$ cat config.mk
export PLATFORM = sky130hd
export DESIGN_NAME = hazard_bypass_ctrl
export DESIGN_NICKNAME = d
export VERILOG_FILES = /design/src/rtl/hazard_bypass_ctrl.sv
export SDC_FILE = /design/constraint.sdc
export NUM_CORES = 1
export LEC_CHECK = 0
export BUFFER_PORTS_ARGS = -buffer_cell sky130_fd_sc_hd__clkbuf_2
export CAP_MARGIN = 25
export CORE_ASPECT_RATIO = 0.6
export CORE_MARGIN = 10
export CORE_UTILIZATION = 48
export DETAILED_ROUTE_END_ITERATION = 10
export HOLD_SLACK_MARGIN = 0.12
export PLACE_DENSITY = 0.94
export SYNTH_ARGS = -nofsm -noshare
export SYNTH_HDL_FRONTEND = slang
export SYNTH_SLANG_ARGS = --single-unit
$ cat constraint.sdc
create_clock -name CLK -period 6.46 [get_ports CLK]
set_clock_uncertainty 0.1 [all_clocks]
set_input_delay 1.615 -clock CLK [delete_from_list [all_inputs] [get_ports CLK]]
set_output_delay 1.615 -clock CLK [all_outputs]
set_load 0.02 [all_outputs]
$ cat src/rtl/hazard_bypass_ctrl.sv
// hazard_bypass_ctrl
//   Hazard and forwarding controller sitting between DECODE and EXECUTE.
//   Tracks the destination register of the instructions in EX, MEM and WB,
//   produces registered operand bypass selects for the EX stage
//   (0 = register file data, 1 = MEM-stage data, 2 = WB-stage data) and
//   detects load-use hazards, stalling DECODE for one cycle while a bubble
//   is pushed into EX.
//
// Parameters
//   REG_ADDR_W  register address width
//   CNT_W       stall counter width
//
// Ports
//   CLK           in   clock, rising edge
//   RST_N         in   asynchronous active-low reset
//   ID_VALID      in   DECODE holds a valid instruction
//   ID_RS/ID_RT   in   source registers of the DECODE instruction
//   ID_USES_RS/RT in   the instruction reads RS / RT
//   ID_RD         in   destination register
//   ID_REG_WRITE  in   instruction writes ID_RD
//   ID_MEM_READ   in   instruction is a load
//   FLUSH         in   squash the EX and DECODE instructions (taken branch)
//   STALL         out  hold PC and IF/ID (combinational)
//   EX_VALID      out  EX holds a real (non-bubble) instruction
//   BYPASS_SEL_A  out  operand A bypass select for the EX instruction
//   BYPASS_SEL_B  out  operand B bypass select for the EX instruction
//   STALL_COUNT   out  stall cycles since reset
//
// Configuration
//   STALL_COUNTER_EN  when defined, STALL_COUNT counts stall cycles and
//                     saturates at all-ones; otherwise it is tied to zero
//                     and no counter flops exist.

module hazard_bypass_ctrl #(
  parameter int REG_ADDR_W = 5,
  parameter int CNT_W      = 32
) (
  input  logic                  CLK,
  input  logic                  RST_N,
  input  logic                  ID_VALID,
  input  logic [REG_ADDR_W-1:0] ID_RS,
  input  logic [REG_ADDR_W-1:0] ID_RT,
  input  logic                  ID_USES_RS,
  input  logic                  ID_USES_RT,
  input  logic [REG_ADDR_W-1:0] ID_RD,
  input  logic                  ID_REG_WRITE,
  input  logic                  ID_MEM_READ,
  input  logic                  FLUSH,
  output logic                  STALL,
  output logic                  EX_VALID,
  output logic [1:0]            BYPASS_SEL_A,
  output logic [1:0]            BYPASS_SEL_B,
  output logic [CNT_W-1:0]      STALL_COUNT
);

  typedef struct packed {
    logic                  valid;
    logic [REG_ADDR_W-1:0] rd;
    logic                  reg_write;
    logic                  mem_read;
  } entry_t;

  localparam logic [1:0] SEL_REG = 2'd0;
  localparam logic [1:0] SEL_MEM = 2'd1;
  localparam logic [1:0] SEL_WB  = 2'd2;

  entry_t     r_ex;
  entry_t     r_mem;
  entry_t     r_wb;
  logic [1:0] r_sel_a;
  logic [1:0] r_sel_b;

  entry_t     w_id_entry;
  logic       w_load_ex;
  logic       w_stall;
  logic [1:0] w_sel_a_nxt;
  logic [1:0] w_sel_b_nxt;

  // An entry produces register r only when it really writes it; r0 is
  // hard-wired and never forwarded.
  function automatic logic f_writes(input entry_t e,
                                    input logic [REG_ADDR_W-1:0] r);
    return e.valid & e.reg_write & (e.rd == r) & (r != '0);
  endfunction

  // Forwarding source for one operand, judged before the pipeline shifts:
  // the EX producer will be in MEM, the MEM producer in WB. The younger
  // (EX) producer has priority.
  function automatic logic [1:0] f_sel(input logic                  uses,
                                       input logic [REG_ADDR_W-1:0] r,
                                       input entry_t                ex,
                                       input entry_t                mem);
    logic [1:0] sel;
    sel = SEL_REG;
    if (uses) begin
      if (f_writes(ex, r))       sel = SEL_MEM;
      else if (f_writes(mem, r)) sel = SEL_WB;
    end
    return sel;
  endfunction

  always_comb begin
    w_id_entry.valid     = 1'b1;
    w_id_entry.rd        = ID_RD;
    w_id_entry.reg_write = ID_REG_WRITE;
    w_id_entry.mem_read  = ID_MEM_READ;
  end

  // Load-use: a load in EX has no data until it reaches WB, so a consumer
  // in DECODE waits one cycle. FLUSH overrides since DECODE is squashed.
  always_comb begin
    w_stall = 1'b0;
    if (ID_VALID && !FLUSH && r_ex.mem_read &&
        ((ID_USES_RS && f_writes(r_ex, ID_RS)) ||
         (ID_USES_RT && f_writes(r_ex, ID_RT))))
      w_stall = 1'b1;
  end

  assign w_load_ex = ID_VALID & ~w_stall & ~FLUSH;

  // A bubble entering EX carries select 0 on both operands.
  always_comb begin
    w_sel_a_nxt = SEL_REG;
    w_sel_b_nxt = SEL_REG;
    if (w_load_ex) begin
      w_sel_a_nxt = f_sel(ID_USES_RS, ID_RS, r_ex, r_mem);
      w_sel_b_nxt = f_sel(ID_USES_RT, ID_RT, r_ex, r_mem);
    end
  end

  always_ff @(posedge CLK or negedge RST_N) begin
    if (!RST_N) begin
      r_ex    <= '0;
      r_mem   <= '0;
      r_wb    <= '0;
      r_sel_a <= '0;
      r_sel_b <= '0;
    end else begin
      r_wb    <= r_mem;
      r_mem   <= FLUSH ? '0 : r_ex;
      r_ex    <= w_load_ex ? w_id_entry : '0;
      r_sel_a <= w_sel_a_nxt;
      r_sel_b <= w_sel_b_nxt;
    end
  end

  // The WB entry and the MEM load flag are tracked for completeness of the
  // pipeline picture; WB-to-DECODE hazards are absorbed by the write-first
  // register file, so nothing consumes them.
  logic w_unused_track;
  assign w_unused_track = ^{r_wb, r_mem.mem_read};

  assign STALL        = w_stall;
  assign EX_VALID     = r_ex.valid;
  assign BYPASS_SEL_A = r_sel_a;
  assign BYPASS_SEL_B = r_sel_b;

`ifdef STALL_COUNTER_EN
  localparam logic [CNT_W-1:0] CNT_ONE = CNT_W'(1);

  logic [CNT_W-1:0] r_stall_cnt;

  always_ff @(posedge CLK or negedge RST_N) begin
    if (!RST_N)
      r_stall_cnt <= '0;
    else if (w_stall && (r_stall_cnt != '1))
      r_stall_cnt <= r_stall_cnt + CNT_ONE;
  end

  assign STALL_COUNT = r_stall_cnt;
`else
  assign STALL_COUNT = '0;
`endif

endmodule

==> results.md <==
Run status:
- The flow ran to the end, and the final reports show no timing, DRC or antenna violations.

Drt:
- In the final routed layout, each cell accounts on average for between 10 and 15 um.
- After detailed routing, the number of vias per cell comes to around 4.5.
- Detailed routing inserted a total of 814 vias.
- The first-pass iteration count of the detailed router is 4.
- For this block, the initial DRC count from the detailed router was between 60 and 70.
- In the routed design, unresolved DRC markers number 0.
- The wire length after detailed routing is 2670 um.
- In this run the remaining antenna-violating nets after routing total 0.

CTS:
- The number of buffers between clock root and the deepest sink is 2.
- The number of H-tree branching levels is 1.
- The clock latency reported for the late side of the worst-skew pair is 0.26 ns.
- The TritonCTS buffer count is 3.
- The clock sink count is 19.
- Buffers added to address setup during post-CTS repair amount to 0.
- The count of cells resized by post-cts repair is 0.
- The cell sitting at the root of the clock tree is a clkbuf_8.
- TritonCTS built the clock tree.
- After clock tree synthesis, the clock-pin slew on the worst setup and hold paths is approximately 0.070 ns.
- After clock tree synthesis, the flow added hold-fix buffers numbering 0.

Critical path:
- The worst reg2reg path startpoint is r_mem[4]$_DFF_PN0_.
- For the worst flop-to-flop path, the logic depth is 4.
- In this run the worst setup path terminates at STALL.
- In this run the critical register-to-register path is captured at BYPASS_SEL_B[1]$_DFF_PN0_.
- The worst setup path is of the primary input to primary output kind.
- The worst register-to-register path has a setup slack of roughly 4.6 ns.
- The startpoint type of the worst setup path is a primary input.
- For the worst setup path, the data required time is approximately 4.7 ns.
- The critical path starts at ID_RT[0].
- The worst setup path is captured at a primary output.
- The largest fanout on the critical path is 9.
- The worst endpoint data arrival time is 3.20 ns.

Synthesis:
- Counting flops with a built-in enable in the synthesized netlist gives 0.
- Sorting the synthesized cells by area gives the leading types as dfrtp_1, buf_4, xnor2_1.
- The sequential fraction of the synthesis area is about two fifths.
- Synthesis inferred 19 register bits.
- The per-instance average area after synthesis is 9.83 um2.
- The summed instance area of the synthesized netlist is 1200 um2.
- For this run, the leading register cell type out of synthesis is dfrtp_1.
- The area share of the leading cell type in the synthesized netlist is 39.7%.
- Yosys printed 0 warnings.
- The number of distinct standard cells referenced by the synthesized netlist is 25.
- In the synthesized netlist, the number of instances is roughly 120.
- In the synthesized netlist the async set-or-reset flop fraction comes to 100%.
- The top cell type by total area after synthesis is dfrtp_1.

STA:
- For the finished layout, the period the worst path requires is a little under 5 ns.
- The final hold violation count came to 0.
- The portion of the clock cycle consumed by the worst path in the final layout is about three quarters.
- Setup repair after global routing left no endpoint under its margin.
- The worst path meets setup with between 1.5 and 2 ns of slack.
- The number of pins with negative max-slew slack in the final report was 0.
- Setup violations remaining at the end of the flow were counted as 0.
- In this run the tightest slew margin relative to its limit is between 60 and 70%.
- The total negative slack is 0 ns.
- Timing would allow up to 203 MHz.
- At the pin with the least slew margin, the transition time is ~0.55 ns.
- Hold timing on the final database bottoms out at a slack of 0.387 ns.

Power and ir drop:
- The areal power density over the cells is 200 nW/um2.
- The worst supply voltage drop on vdd is between 100 and 150 uV.
- The static leakage is 0.667 nW.

Placed design:
- The detailed-placement wirelength estimate is approximately 2300 um.
- The weighted congestion at the end of routability-driven global placement is between 0.8 and 0.9.
- The number of I/O port buffers is 28.
- Timing analysis after detailed placement gives a worst setup slack of ~1.5 ns.
- After detailed placement, the total cell area comes to 1240 um2.

Global route:
- The wire length of the first global-routing pass is between 4000 and 5000 um.
- Entering global routing, the biggest net connects 20 pins.
- The total global routing track utilization is 10.3%.
- The via count of the first global-routing pass was a little under 900.
- The initial antenna violation count is 0.
- The total grt overflow is 0.

Floorplan:
- In this run the vertical extent of the chip is 58.7 um.
- The I/O pin total is about 60.
- The die outline area is 4960 um2.
- The floorplan step set the die width to 84.5 um.
- Row generation in the floorplan step produced 13 rows.
- The initial core utilization is 53.0%.
- The floorplan core area is ~2300 um2.

Cells and area:
- The share of final-layout standard cells stronger than drive strength 1 is between 20% and 30%.
- In the final layout, the multi-input gates occupy about 580 um2.
- The area added between synthesis and finish is 7.20%.
- The sequential cells in the finished layout cover a total of 475 um2.
- After routing the design area is 1280 um2.
- The layout has between 150 and 200 filler cells.
- The total number of nets in the final design is between 150 and 200.
- The number of antenna repair diodes is 0.

Worst hold path:
- The worst hold path belongs to the class register to register.
- The number of cells on the worst hold path is 1.

Flow run:
- Max-cap violations in this run came to 0.
cell usage in the layout, fill, tap and decap left out, types with 2 or more instances in the layout:
master	netlist	final
clkbuf_2	0	28
nor2_1	9	9
and2b_1	6	6
nand2_1	10	10
nor4_1	2	2
xor2_1	6	6
nor3b_1	2	2
nand4_1	3	3
or4_1	3	3
nor3_1	2	2
clkbuf_8	0	3
conb_1	1	32
dfrtp_1	19	19
xnor2_1	14	14
o21ai_2	2	2
final cells by class:
class	instances	share of cell area, %
Timing Repair Buffer	28	10.9
Sequential cell	19	37.0
Clock buffer	3	3.21
Tap cell	30	2.92
Multi-Input combinational cell	100	45.4
Clock inverter	1	0.584
critical path: stages:
cell      delay, ns
clkbuf_2       0.11
or4_1          0.55
o21ai_2        0.17
nor4_1         0.10
o21a_1         0.30
and2_1         0.20
clkbuf_2       0.15
flip-flops by register name, summed over array words and instances, names as in the netlist:
name and cells:
r_mem 7, BYPASS_SEL_A 2, EX_VALID 1, r_ex 7, BYPASS_SEL_B 2
power by group:
group | switching [mW] | internal, mW | total (mW) | leakage, nW
Clock | 0.0409 | 0.0435 | 0.0845 | 0.0217
Combinational | 0.0329 | 0.0139 | 0.0468 | 0.387
Sequential | 0.00316 | 0.122 | 0.125 | 0.259
per-layer routing:
layer  part of all wire [%]  track usage (%)  vias up
li1                       -                -      388
met1                     39             10.5      383
met4                    1.6             4.44        0
met2                     52             17.8       37
met5                      0                0        -
met3                    6.4             5.36        6
cell usage after synthesis, types with 2 or more instances:
library cell,number
nor4_1,2
nor2_1,9
buf_4,32
or4_1,3
xnor2_1,14
xor2_1,6
nor3b_1,2
dfrtp_1,19
nor3_1,2
and2b_1,6
o21ai_2,2
nand4_1,3
nand2_1,10
worst min path at each step:
stage / endpoint / start
3_5_place_dp: r_mem[1]$_DFF_PN0_ / r_ex[1]$_DFF_PN0_
6_report: r_mem[1]$_DFF_PN0_ / r_ex[1]$_DFF_PN0_
4_1_cts: r_mem[1]$_DFF_PN0_ / r_ex[1]$_DFF_PN0_
2_1_floorplan: r_mem[1]$_DFF_PN0_ / r_ex[1]$_DFF_PN0_
3_3_place_gp: r_mem[1]$_DFF_PN0_ / r_ex[1]$_DFF_PN0_
5_1_grt: r_mem[1]$_DFF_PN0_ / r_ex[1]$_DFF_PN0_
metrics by stage:
step | total power, mW | util, % | std cells
final | 0.256 | 56.8 | 181
after floorplan | 0.173 | - | 153
after CTS | 0.258 | 56.8 | 181
after detailed placement | 0.173 | 54.7 | 177
after global routing | 0.269 | 56.8 | 181
after global placement | 0.171 | 54.7 | 177
logic make-up (layout without fill, tap and decap cells):
logic type | after synthesis | count (layout) | synth area share (%)
and+or+nand+nor | 43 | 43 | 19.9
DFF | 19 | 19 | 39.7
xor gates and xnor gates | 20 | 20 | 14.6
buffers and inverters | 34 | 32 | 21.4
AOI/OAI and AO/OA | 5 | 5 | 4.07
other | 1 | 32 | 0.313
Power figures use the tool's default switching activity.
